==> src/rtl/core_scheduler.sv <==
// core_scheduler: per-core block scheduler FSM.
// Handles block start, instruction fetch, the LSU handshake and PC update,
// then holds done until the dispatcher resets the core.
// Optional feature macro: WAIT_TIMEOUT_EN adds a watchdog that aborts a stuck WAIT
// after 256 cycles and raises error. Without the macro WAIT never times out
// and error is tied low.
module core_scheduler (
   input  logic        clk,
   input  logic        reset,
   input  logic        start,
   input  logic [7:0]  block_id,
   input  logic [2:0]  thread_count,
   output logic        done,
   output logic [3:0]  thread_enable,
   output logic [7:0]  block_id_q,
   output logic [2:0]  core_state,
   output logic [7:0]  pc,
   output logic        instr_req,
   output logic [7:0]  instr_addr,
   input  logic        instr_valid,
   input  logic [15:0] instr_data,
   output logic [15:0] instruction,
   input  logic        mem_op,
   input  logic        ret,
   output logic        lsu_req,
   input  logic [3:0]  lsu_done,
   input  logic [7:0]  next_pc,
   output logic        error
);

   typedef enum logic [2:0] {
      S_IDLE    = 3'd0,
      S_FETCH   = 3'd1,
      S_DECODE  = 3'd2,
      S_REQUEST = 3'd3,
      S_WAIT    = 3'd4,
      S_EXECUTE = 3'd5,
      S_UPDATE  = 3'd6,
      S_DONE    = 3'd7
   } state_t;

   state_t state;
   state_t state_nx;
   logic   wait_exit;
   logic   timeout_hit;

   // Thread counts above the core width saturate to all four lanes.
   function automatic logic [3:0] enable_mask(input logic [2:0] count);
      logic [3:0] mask;
      case (count)
         3'd0:    mask = 4'b0000;
         3'd1:    mask = 4'b0001;
         3'd2:    mask = 4'b0011;
         3'd3:    mask = 4'b0111;
         default: mask = 4'b1111;
      endcase
      return mask;
   endfunction

   assign core_state = state;
   assign instr_addr = pc;

   // A WAIT can leave once the instruction needs no memory access or every enabled lane has completed;
   // with no lanes enabled the mask compare is trivially true.
   assign wait_exit = !mem_op || ((lsu_done & thread_enable) == thread_enable);

`ifdef WAIT_TIMEOUT_EN
   logic [7:0] wait_cnt;

   assign timeout_hit = (state == S_WAIT) && !wait_exit && (wait_cnt == 8'hFF);

   // Watchdog: counts cycles spent in WAIT, zero on every WAIT entry; error is sticky.
   always_ff @(posedge clk) begin
      if (reset) begin
         wait_cnt <= 8'd0;
         error    <= 1'b0;
      end else begin
         if (state == S_WAIT) begin
            wait_cnt <= wait_cnt + 8'd1;
         end else begin
            wait_cnt <= 8'd0;
         end
         if (timeout_hit) begin
            error <= 1'b1;
         end
      end
   end
`else
   assign timeout_hit = 1'b0;
   assign error       = 1'b0;
`endif

   // Next-state and combinational request outputs.
   always_comb begin
      state_nx  = state;
      instr_req = 1'b0;
      lsu_req   = 1'b0;
      case (state)
         S_IDLE: begin
            if (start) begin
               state_nx = S_FETCH;
            end
         end
         S_FETCH: begin
            instr_req = 1'b1;
            if (instr_valid) begin
               state_nx = S_DECODE;
            end
         end
         S_DECODE: begin
            state_nx = S_REQUEST;
         end
         S_REQUEST: begin
            lsu_req  = mem_op;
            state_nx = S_WAIT;
         end
         S_WAIT: begin
            if (wait_exit) begin
               state_nx = S_EXECUTE;
            end else if (timeout_hit) begin
               state_nx = S_DONE;
            end
         end
         S_EXECUTE: begin
            state_nx = S_UPDATE;
         end
         S_UPDATE: begin
            state_nx = ret ? S_DONE : S_FETCH;
         end
         default: begin
            state_nx = S_DONE;
         end
      endcase
   end

   // State register plus the block context, PC, instruction latch and done flag.
   always_ff @(posedge clk) begin
      if (reset) begin
         state         <= S_IDLE;
         pc            <= 8'd0;
         done          <= 1'b0;
         instruction   <= 16'd0;
         block_id_q    <= 8'd0;
         thread_enable <= 4'b0000;
      end else begin
         state <= state_nx;
         case (state)
            S_IDLE: begin
               if (start) begin
                  pc            <= 8'd0;
                  block_id_q    <= block_id;
                  thread_enable <= enable_mask(thread_count);
               end
            end
            S_FETCH: begin
               if (instr_valid) begin
                  instruction <= instr_data;
               end
            end
            S_UPDATE: begin
               if (!ret) begin
                  pc <= next_pc;
               end
            end
            default: begin
            end
         endcase
         if (state_nx == S_DONE) begin
            done <= 1'b1;
         end
      end
   end

endmodule
==> config.mk <==
export PLATFORM = sky130hd
export DESIGN_NAME = core_scheduler
export DESIGN_NICKNAME = d
export VERILOG_FILES = /design/src/rtl/core_scheduler.sv
export SDC_FILE = /design/constraint.sdc
export NUM_CORES = 1
export LEC_CHECK = 0
export ABC_AREA = 1
export CAP_MARGIN = 10
export CORE_MARGIN = 2
export CORE_UTILIZATION = 35
export DETAILED_ROUTE_END_ITERATION = 10
export GPL_TIMING_DRIVEN = 1
export PLACE_DENSITY = 0.86
export SETUP_SLACK_MARGIN = 0.5
export SLEW_MARGIN = 40
export SYNTH_ARGS = -nofsm -noshare
export SYNTH_HDL_FRONTEND = slang
export SYNTH_SLANG_ARGS = --single-unit
==> constraint.sdc <==
create_clock -name clk -period 1.4 [get_ports clk]
set_input_delay 0.14 -clock clk [delete_from_list [all_inputs] [get_ports clk]]
set_output_delay 0.14 -clock clk [all_outputs]
set_load 0.1 [all_outputs]
# Word-level counts from Yosys, hierarchy flattened
# Cells that the tools add are included.
# op_classes
bitwise	1
n_mux	11
eq_ne	13
reduce_logical	8
# op_table
operator	count
3-bit one-hot mux with 7 select lines	1
8-bit 2-to-1 mux	2
4-bit one-hot mux with 4 select lines	1
8-bit one-hot mux with 2 select lines	1
3-bit by 2-bit == test with 1-bit output (second input constant)	4
3-bit == test (second input constant)	4
3-bit 2-to-1 mux	4
3-bit by 1-bit == test with 1-bit output (second input constant)	2
3-bit logical NOT	2
4-bit AND	1
4-bit == test	1
2-bit inequality test (second input constant)	2
2-bit AND reduction	2
3-bit AND reduction	1
1-bit 2-to-1 mux	2
2-bit nonzero test	1
1-bit logical NOT	1
1-bit logical OR	1
# totals
output_inout_bits	51
inputBits	45
regBits	40

# Longest topological paths before layout
# depth
depth_word	6
depth_mapped	9
depth_no_buf	9

# Least setup slack after synthesis
# OpenSTA, ideal clock, no wires.
# synth_timing
path_type	register -> output
start	register state[1] (netlist: core_state[1])
end	output lsu_req
required_ns	1.260
stages_incl_launch_ff	3
t_arrival_ns	2.581
setup_slack_ns	-1.321
path_cell_list	dfxtp_1 -> nand2_1 -> nor2_1
# synth_via
elab_chain_len	2
# synth_lines
element	line_no	rtl
start: declaration	42	state_t state;
start signal: assignment	146	state <= state_nx;
3-bit by 2-bit == test with 1-bit output	98	case (state)
1-bit 2-to-1 mux	98	
end: declaration	25	output logic lsu_req,
# Every way passes these cells.

# Final worst setup path
# layout_timing
start	register state[1] (netlist: core_state[1])
end	output instr_req
# layout_via
elab_chain_len	2
# layout_lines
element	line_no	rtl
3-bit by 1-bit == test with 1-bit output	98	
1-bit 2-to-1 mux	98	
end: declaration	18	output logic instr_req,
# Every way passes these cells.

==> metrics.md <==
| Metric | Value |
|---|---|
| Post-route ant nets | `0` |
| Initial DRC Count | `slightly below 60` |
| CTS H-tree depth | `2` |
| Final worst path period share | `96.1%` |
| Most used DFF post-synth | `dfxtp_1` |
| Max Cap Viol | `0` |
| CP max stage delay | `between 0.3 and 0.4 ns` |
| Sw Ratio | `48.0%` |
| Critical path class | `reg2out` |
| Max IR drop VDD | `0.953 mV` |
| Critical-path cell list | `buf_6 -> nor2_4 -> nand2_4 -> clkinvlp_4 -> buf_12` |
| Final min period | `1.35 ns` |
| Routed WL | `5110 um` |
| Outcome | `completed` |
| Combinational Power Share | `between 60% and 70%` |
| Max layer used | `met4` |
| Chip height | `73.2 um` |
| Final #Nets | `382` |
| Synth Net Count | `269` |
| Antenna violations before repair | `0` |
| IO Pins | `96` |
| P_leak | `1.56 nW` |
| Antenna cells | `0` |
| Synth cell types | `21` |
| Post-detail-place hpwl | `3620 um` |
| Wire length on met1 | `1990 um` |
| Area leader, netlist | `dfxtp_1` |
| CTS Hold Bufs | `0` |
| Power Density | `1590 nW/um^2` |
| Critical path capture point type | `output port` |
| DP Worst Slack | `-0.0515 ns` |
| Root Buffer | `clkbuf_8` |
| Num CTS Buffers | `5` |
| Final setup violation count | `0` |
| Yosys warns | `0` |
| Hold WC Path Type | `in2reg` |
| RSZ-0062 raised after global routing | `yes` |
| Final WS setup | `approximately 0.054 ns` |
| Area of the multi-input gates | `847 sq um` |
| Port Buffer Count | `94` |
| Clk Latency, worst-skew pair | `0.29 ns` |
| Max-slew violations | `0` |
| CTS tree | `yes` |
| Mapped Area | `1670 sq um` |
| Worst Path Buf+Inv | `3` |
| Int Pwr | `3.06 mW` |
| CP required | `1.26 ns` |
| Largest cells by area after synthesis | `dfxtp_1 48%, nor2_1 16%, o21ai_0 11%, nand2_1 5.4%, buf_4 4.5%` |
| Vias per cell | `4.72` |
| Post-synth EDFFs | `0` |
| CP Max Fanout | `3` |
| First-pass GRT wire length | `8020 um` |
| Reg area | `888 sq um` |
| Gp weighted congestion | `0.824` |
| Switching Power | `approximately 2.8 mW` |
| Placed Cells incl. Taps | `approximately 360` |
| Tot Pwr | `5.87 mW` |
| Final setup TNS | `0 ns` |
| Setup Skew | `0.00591 ns` |
| Core area | `4660 sq um` |
| Routed wl met3 | `403 um` |
| GR Util All Layers | `19.3%` |
| Family with the most delay on the worst path | `flip-flops` |
| Arrival time of the worst setup path | `1.21 ns` |
| Synth cell count leaders | `70 x nor2_1, 40 x dfxtp_1, 37 x o21ai_0` |
| Share of layout cells above drive strength 1 | `49.4%` |
| Std-Cell Rows | `25` |
| Drt drc | `0` |
| Total congestion overflow | `0` |
| Die Width | `73.2 um` |
| Ys async rst share | `0%` |
| CP startpoint kind | `flip-flop` |
| Cells after synthesis | `around 220` |
| Crit path max-delay cell type | `dfxtp_4` |
| Vias | `1851` |
| Largest net degree at the start of global routing | `27` |
| Fmax | `743 MHz` |
| #FFs+latches synth | `40` |
| Drt wl/cell | `13.0 um` |
| Endpoints failing hold | `0` |
| Total iterations of the first detailed-routing run | `4` |
| Most frequent cell after synthesis | `nor2_1` |
| Seq pwr share | `between 20 and 30%` |
| Fillers | `277` |
| Metal2 WL | `2620 um` |
| Starting Density | `a little over a third` |
| Avg Inst Size Synth | `7.47 sq um` |
| Full die area | `5350 sq um` |
| Fin cells | `392` |
| Reg clk slew, reported paths | `0.08 ns` |
| Clk pwr share | `12.7%` |
| CTS sink cnt | `40` |
| Area Growth Syn to Fin | `121%` |
| Post-synthesis sequential area ratio | `47.8%` |
| Top-area cell type share of the netlist area | `roughly 48%` |
| Vias in the first global route | `~1800` |
| Max clock buf depth | `2` |
flip-flops by register name, summed over array words and instances, names as in the netlist:
signal,flops
block_id_q,8
done,1
core_state,3
instruction,16
instr_addr,8
thread_enable,4
layout make-up:
| class | count | share of cell area [%] |
|---|---|---|
| repair buffers | 121 | 46.4 |
| flip-flops and latches | 40 | 24.0 |
| multi-input cells | 154 | 22.9 |
| inverters | 15 | 2.50 |
| clock buffers | 5 | 1.86 |
| well taps | 54 | 1.83 |
| clock inverters | 3 | 0.507 |
worst paths after layout:
path | cells after the start | start | to | slack [ns]
setup / recovery | 5 | core_state[1]$_SDFF_PP0_ | instr_req | 0.05
hold / removal | 3 | instr_data[5] | instruction[5]$_SDFFE_PP0P_ | 0.44
setup reg to reg | 10 | core_state[1]$_SDFF_PP0_ | done$_SDFFE_PP0N_ | 0.09
hold reg to reg | 2 | done$_SDFFE_PP0N_ | done$_SDFFE_PP0N_ | 0.48
worst min-delay path: stages:
cell             delay [ns]
clkdlybuf4s50_1        0.39
o21ai_1                0.12
nor2_1                 0.04
routing by layer:
layer	vias to the layer above	track usage [%]
met1	828	21.9
met4	0	7.41
met5	-	0
met3	11	6.77
li1	937	-
met2	75	33.1
power groups by stage:
stage	registers [mW]	logic [mW]	clock network, mW
finish	1.58	3.55	0.743
global route	1.61	3.69	0.825
CTS	1.58	3.38	0.766
detailed placement	1.62	3.18	0
global placement	1.61	3.14	0
floorplan	2.75	0.971	0
cell usage in the layout (no fill, tap or decap):
master / synthesis / layout
nand4_4: 1 / 1
clkinvlp_4: 0 / 1
inv_2: 2 / 1
nor2_2: 0 / 4
a21oi_2: 0 / 9
nand2_1: 24 / 18
inv_6: 0 / 1
dfxtp_4: 0 / 15
clkinv_4: 0 / 1
o21ai_0: 37 / 17
nor2_8: 1 / 1
clkinv_2: 0 / 2
nand2_2: 1 / 5
clkinv_8: 0 / 1
inv_12: 0 / 1
o21ai_2: 0 / 6
nand2_8: 0 / 1
o21ai_1: 0 / 14
buf_4: 10 / 17
conb_1: 1 / 1
nand2_4: 2 / 4
nor2_4: 0 / 4
inv_4: 2 / 1
nor3_1: 1 / 1
nand4_1: 1 / 1
buf_6: 2 / 7
buf_16: 0 / 1
a21oi_1: 12 / 3
dfxtp_2: 0 / 25
nand3_1: 1 / 1
clkbuf_8: 0 / 5
clkdlybuf4s50_1: 0 / 44
nor2_1: 70 / 62
buf_12: 0 / 52
nand3_4: 0 / 1
inv_1: 11 / 9
timing repair:
action                                  CTS  global route
setup buffers                            13             5
endpoints found under the setup margin   90            90
cloned                                    1             1
pin swaps                                 7             9
resized for setup                        29            39
through the flow:
step | instance area [sq um] | util (%) | hold slack (ns)
after global placement | 3260 | 70.0 | 0.465
after CTS | 3530 | 75.8 | 0.434
after detailed placement | 3260 | 70.0 | 0.471
after global routing | 3700 | 79.4 | 0.443
final | 3700 | 79.4 | 0.439
after floorplan | 1900 | - | 0.199
cell families after synthesis:
logic type / count (synthesis) / synth area share (%)
AO/OA/AOI/OAI: 49 / 14.6
buffers and inverters: 31 / 10.5
flip-flops: 40 / 47.8
other: 1 / 0.224
AND/OR/NAND/NOR: 103 / 26.8
Power figures use the tool's default switching activity.
